<file path="src/rtl/button_controller.sv">
// button_controller
// Memory-mapped input port for 8 push-buttons on the CPU I/O bus.
// Each raw pin is synchronised (2 FFs) and debounced. Press edges are
// latched into a clear-on-read PENDING register. A level interrupt is
// raised while any unmasked bit is pending.
//
// Register map (I/O space, mio == 0):
//   BASE_ADDRESS + 0 : STATE   (R)  debounced button levels
//   BASE_ADDRESS + 1 : PENDING (R)  press edges, cleared by the read
//   BASE_ADDRESS + 2 : MASK    (RW) interrupt enable per bit, resets to FF
//
// Ports:
//   clock       - system clock, all state changes on posedge
//   reset       - asynchronous, active-low reset
//   buttons     - raw asynchronous pins, 1 = pressed
//   addressBus  - CPU address
//   dataBusIn   - CPU write data (MASK only)
//   readRequest - 1 = read, 0 = write
//   mio         - 0 = I/O space
//   enable      - bus cycle valid
//   dataBusOut  - read data, 0 when not selected (OR-combined upstream)
//   interrupt   - registered (pending & mask) != 0
module button_controller #(
  parameter logic [31:0] BASE_ADDRESS    = 32'h0000_0010,
  parameter logic [15:0] DEBOUNCE_CYCLES = 16'd50000
) (
  input  logic        clock,
  input  logic        reset,
  input  logic [7:0]  buttons,
  input  logic [31:0] addressBus,
  input  logic [7:0]  dataBusIn,
  input  logic        readRequest,
  input  logic        mio,
  input  logic        enable,
  output logic [7:0]  dataBusOut,
  output logic        interrupt
);

  localparam logic [31:0] ADDR_STATE   = BASE_ADDRESS;
  localparam logic [31:0] ADDR_PENDING = BASE_ADDRESS + 32'd1;
  localparam logic [31:0] ADDR_MASK    = BASE_ADDRESS + 32'd2;
  localparam logic [15:0] CNT_LAST     = DEBOUNCE_CYCLES - 16'd1;

  logic [7:0] r_sync1;
  logic [7:0] r_sync2;
  logic [7:0] r_stable;
  logic [7:0] r_pending;
  logic [7:0] r_mask;
  logic       r_interrupt;

  logic [7:0] w_stable_next;
  logic [7:0] w_rise;
  logic [7:0] w_pending_next;
  logic [7:0] w_mask_next;
  logic [7:0] w_read_data;
  logic       w_sel;
  logic       w_rd;
  logic       w_wr;

  // Two-flop synchroniser on the raw pins.
  always_ff @(posedge clock or negedge reset) begin
    if (!reset) begin
      r_sync1 <= 8'h00;
      r_sync2 <= 8'h00;
    end else begin
      r_sync1 <= buttons;
      r_sync2 <= r_sync1;
    end
  end

  // Per-bit debounce. The counter runs only while the synchronised pin
  // disagrees with the stable level; any return to the stable level
  // restarts it. On the last count the new level is accepted and the
  // counter returns to 0, so it never wraps.
  genvar gi;
  generate
    for (gi = 0; gi < 8; gi++) begin : g_bit
      logic [15:0] r_cnt;
      logic        w_differs;
      logic        w_done;

      assign w_differs         = r_sync2[gi] ^ r_stable[gi];
      assign w_done            = w_differs && (r_cnt == CNT_LAST);
      assign w_stable_next[gi] = w_done ? r_sync2[gi] : r_stable[gi];

      always_ff @(posedge clock or negedge reset) begin
        if (!reset) begin
          r_cnt <= 16'd0;
        end else if (!w_differs || w_done) begin
          r_cnt <= 16'd0;
        end else begin
          r_cnt <= r_cnt + 16'd1;
        end
      end
    end
  endgenerate

  // Press edge: stable is about to go 0 -> 1 on this posedge.
  assign w_rise = w_stable_next & ~r_stable;

  assign w_sel = enable && !mio;
  assign w_rd  = w_sel && readRequest;
  assign w_wr  = w_sel && !readRequest;

  always_comb begin
    w_read_data = 8'h00;
    if (w_rd) begin
      if (addressBus == ADDR_STATE) begin
        w_read_data = r_stable;
      end else if (addressBus == ADDR_PENDING) begin
        w_read_data = r_pending;
      end else if (addressBus == ADDR_MASK) begin
        w_read_data = r_mask;
      end
    end
  end

  // Clear only the bits actually returned by this read; a press landing
  // on the same edge is ORed back in so it is reported by the next read.
  always_comb begin
    w_pending_next = r_pending | w_rise;
    if (w_rd && (addressBus == ADDR_PENDING)) begin
      w_pending_next = (r_pending & ~w_read_data) | w_rise;
    end
    w_mask_next = r_mask;
    if (w_wr && (addressBus == ADDR_MASK)) begin
      w_mask_next = dataBusIn;
    end
  end

  always_ff @(posedge clock or negedge reset) begin
    if (!reset) begin
      r_stable    <= 8'h00;
      r_pending   <= 8'h00;
      r_mask      <= 8'hFF;
      r_interrupt <= 1'b0;
    end else begin
      r_stable    <= w_stable_next;
      r_pending   <= w_pending_next;
      r_mask      <= w_mask_next;
      r_interrupt <= |(w_pending_next & w_mask_next);
    end
  end

  // The read mux is combinational, so gate it with reset to keep the
  // shared bus quiet (MASK would otherwise read FF) while reset is held.
  assign dataBusOut = reset ? w_read_data : 8'h00;
  assign interrupt  = r_interrupt;

endmodule

</file>
<file path="config.mk">
export PLATFORM = sky130hd
export DESIGN_NAME = button_controller
export DESIGN_NICKNAME = d
export VERILOG_FILES = /design/src/rtl/button_controller.sv
export SDC_FILE = /design/constraint.sdc
export NUM_CORES = 1
export LEC_CHECK = 0
export CAP_MARGIN = 20
export CORE_MARGIN = 4
export CORE_UTILIZATION = 40
export CTS_CLUSTER_SIZE = 25
export DETAILED_ROUTE_END_ITERATION = 8
export GPL_TIMING_DRIVEN = 0
export SLEW_MARGIN = 5
export SYNTH_ARGS = -nofsm -noshare
export SYNTH_HDL_FRONTEND = slang
export SYNTH_SLANG_ARGS = --single-unit
</file>
<file path="constraint.sdc">
create_clock -name clock -period 3.3 [get_ports clock]
set_input_delay 0.825 -clock clock [delete_from_list [all_inputs] [get_ports clock]]
set_output_delay 0.825 -clock clock [all_outputs]
set_load 0.05 [all_outputs]
</file>
==> results by group <==
Timing
  – Slew @ Worst Pin: 0.657 ns
  – Fmax: 313 MHz
  – Slew Limit Fails: 0
  – Minimum clock period: around 3.2 ns
  – Clock skew: around 0.012 ns
  – Final hold violations: 0
  – Tcrit/Tclk final: 96.9%
  – Final setup fails: 0
  – Final worst setup slack: ~0.10 ns
  – Slew HR: 55.9%

Power and ir drop
  – Switching share of power: 22.4%
  – PwrDens: about 450 mW/mm^2
  – Sequential power share: 49.5%
  – Switching power: 964 uW
  – Total power: 4.30 mW
  – Clock share of power: 45.8%
  – Maximum VDD drop: 0.370 mV
  – Combinational group share of total power: about 4.7%
  – Leak: roughly 4.2 nW
  – Internal power: 3.34 mW

Setup path
  – Arrival @ worst endpoint: ~2.4 ns
  – Crit-path max FO: 5
  – Reg2Reg Depth: 7
  – RR Startpoint: g_bit[6].r_cnt[0]
  – Worst Setup End Kind: output pin
  – Startpoint types: primary input
  – Critical Path RT: about 2.5 ns
  – Crit Path Class: primary input to output pin
  – Crit path from: addressBus[5]

Global route
  – Total grt overflow: 0
  – GRT Overall Usage: 15.6%
  – Number of global-route vias before repair: 5974
  – Largest net degree at the start of global routing: 93
  – Initial antenna violation count: 0
  – Global-route wire length before repair: approximately 28 mm

Route
  – Antenna viol nets, final: 0
  – 1st-iter DRT viols: 265
  – WL/cell: roughly 15 microns
  – DRT Wirelength: ~16 mm
  – DR pass1 iterations: 4
  – # DRC: 0
  – Total number of vias: approximately 5600
  – Vias per cell: 5.08

Final layout
  – Share of layout cells above drive strength 1: 13.4%
  – Final instance area: 0.00952 sq mm
  – Final non-filler cell total: 1096
  – Most common cell after layout, fill and taps aside: dfrtp_1
  – ANT cells: 0
  – Syn-to-layout area delta: 22.6%
  – Nets: between 800 and 900
  – Core Util, Final: about half
  – Commonest cells after routing, fill and taps aside: dfrtp_1, nor2_1, xor2_1

Floorplanning
  – Rows: 50
  – Chip width: 147 microns
  – Vert. Die Dim: 147 microns
  – Die area: between 0.02 and 0.025 sq mm
  – Placeable Area: 0.0189 sq mm
  – Starting Density: 41.1%
  – IO Pins: 62

Placement
  – PortBufs: 61
  – Placer congestion estimate: between 0.8 and 0.9
  – Dpl cells: 1056
  – DP Wirelength: roughly 11 mm
  – Placed inst area: 0.00876 sq mm
  – Pre-CTS WS: -1.61 ns

Clock network
  – CTS Buf Count: 17
  – H-tree depth: 4
  – Clk sink count: 169
  – Cts hold-fix bufs: 0
  – CTS tree: built
  – Reg clk slew, reported paths: 0.06 ns
  – Root buf cell: clkbuf_16
  – Deepest clock path buffer count: 2
  – Latest clock arrival within the worst-skew pair: 0.42 ns

Synthesis
  – Mapped Area: 0.00776 sq mm
  – Post-synth ARST share: between 90% and 100%
  – EDFF count, synth: 0
  – Syn nets: 795
  – Post-synth cell types: 34
  – Top FF cell, synth: dfrtp_1
  – Sequential share of the synthesized area: 54.6%
  – Mean Syn Cell Area: 10.6 sq um
  – Yosys reg bits: 169
  – Yosys warns: 0
  – Cells after synthesis: between 700 and 800

Job
  – Max Cap Viol: 0

Min path
  – Hold_sp: r_sync1[4]
  – Worst Hold Depth: 0
  – HP Class: flip-flop to flip-flop

Status
  – Status: complete, no violations
-- flip-flops by register name, indices dropped and copies added, names as in the netlist --
name / cells
r_stable: 8
r_sync1: 8
g_bit.r_cnt: 128
interrupt: 1
r_pending: 8
r_mask: 8
r_sync2: 8
-- cells by family (layout without fill, tap and decap cells) --
group,count (synthesis),in the layout,synth area share [%]
mux,24,24,3.48
xor+xnor,105,105,11.8
buf+inv,22,124,1.11
flops,169,169,54.6
fa+ha+maj,8,8,1.29
simple gates,356,356,23.4
compound gates,50,50,4.32
-- power by group through the flow --
stage | sequential (mW) | clock (mW) | combinational [mW]
after floorplan | 2.16 | 0 | 0.0708
after global placement | 2.17 | 0 | 0.196
after detailed placement | 2.17 | 0 | 0.206
after CTS | 2.13 | 2.02 | 0.206
after global routing | 2.13 | 2.11 | 0.228
final | 2.13 | 1.97 | 0.202
-- layer usage --
metal  GRT usage [%]  vias up  wire length [microns]
li1                -     2708                      -
met1            20.1     2793                   7370
met2            26.7       51                   8180
met3            3.08       17                    426
met4            5.08        0                    217
met5               0        -                      0
-- path summary, 6_finish.rpt --
check,to,slack [ns]
setup / recovery,dataBusOut[6],0.10
hold / removal,r_sync2[4],0.35
setup reg to reg,g_bit[6].r_cnt[7],1.24
hold reg to reg,r_sync2[4],0.35
max in group asynchronous,r_mask[2],2.05
min in group asynchronous,g_bit[7].r_cnt[8],0.37
-- layout make-up --
| type | instances | area (sq um) |
|---|---|---|
| flip-flops and latches | 169 | 4240 |
| inverters | 6 | 22.5 |
| plain buffers | 16 | 73.8 |
| fillers | 1735 | 9380 |
| clock inverters | 12 | 141 |
| clock buffers | 19 | 443 |
| multi-input cells | 543 | 3560 |
| repair buffers | 71 | 714 |
| well taps | 260 | 325 |
-- cell usage after synthesis, types with 6 or more instances --
cell / instances / area share [%]
nand2b_1: 11 / 0.89
nor2_1: 121 / 5.8
and3_1: 50 / 4.0
or3_1: 16 / 1.3
xnor2_1: 48 / 5.4
xor2_1: 57 / 6.4
clkbuf_1: 15 / 0.73
inv_1: 6 / 0.29
dfrtp_1: 161 / 52
nor3_1: 24 / 1.5
dfstp_2: 8 / 2.7
a21oi_1: 15 / 0.97
mux2_2: 24 / 3.5
nand2_1: 47 / 2.3
nand4_1: 15 / 1.2
a22oi_1: 12 / 1.2
nand3_1: 45 / 2.9
nor4b_1: 9 / 1.0
o21ai_0: 15 / 0.97
ha_1: 8 / 1.3
-- critical path, stage by stage --
cell           delay [ns]
dlygate4sd2_1        0.26
nor4_4               0.28
nand2_2              0.16
nor3_4               0.25
buf_6                0.16
a22oi_1              0.09
nor2_2               0.13
buf_4                0.22
-- stage by stage --
step / TNS (ns) / hold slack [ns]
2_1_floorplan: 0 / 0.331
3_3_place_gp: -959.27 / 0.337
3_5_place_dp: -12.80 / 0.340
4_1_cts: 0 / 0.356
5_1_grt: -0.0138 / 0.361
6_report: 0 / 0.353
-- timing repair --
item	4_1_cts	5_1_grt
cloned	0	0
endpoints found under the setup margin	8	8
setup buffers	7	2
gates resized for setup	100	15
pin swaps	16	14
Power figures use the tool's default switching activity.
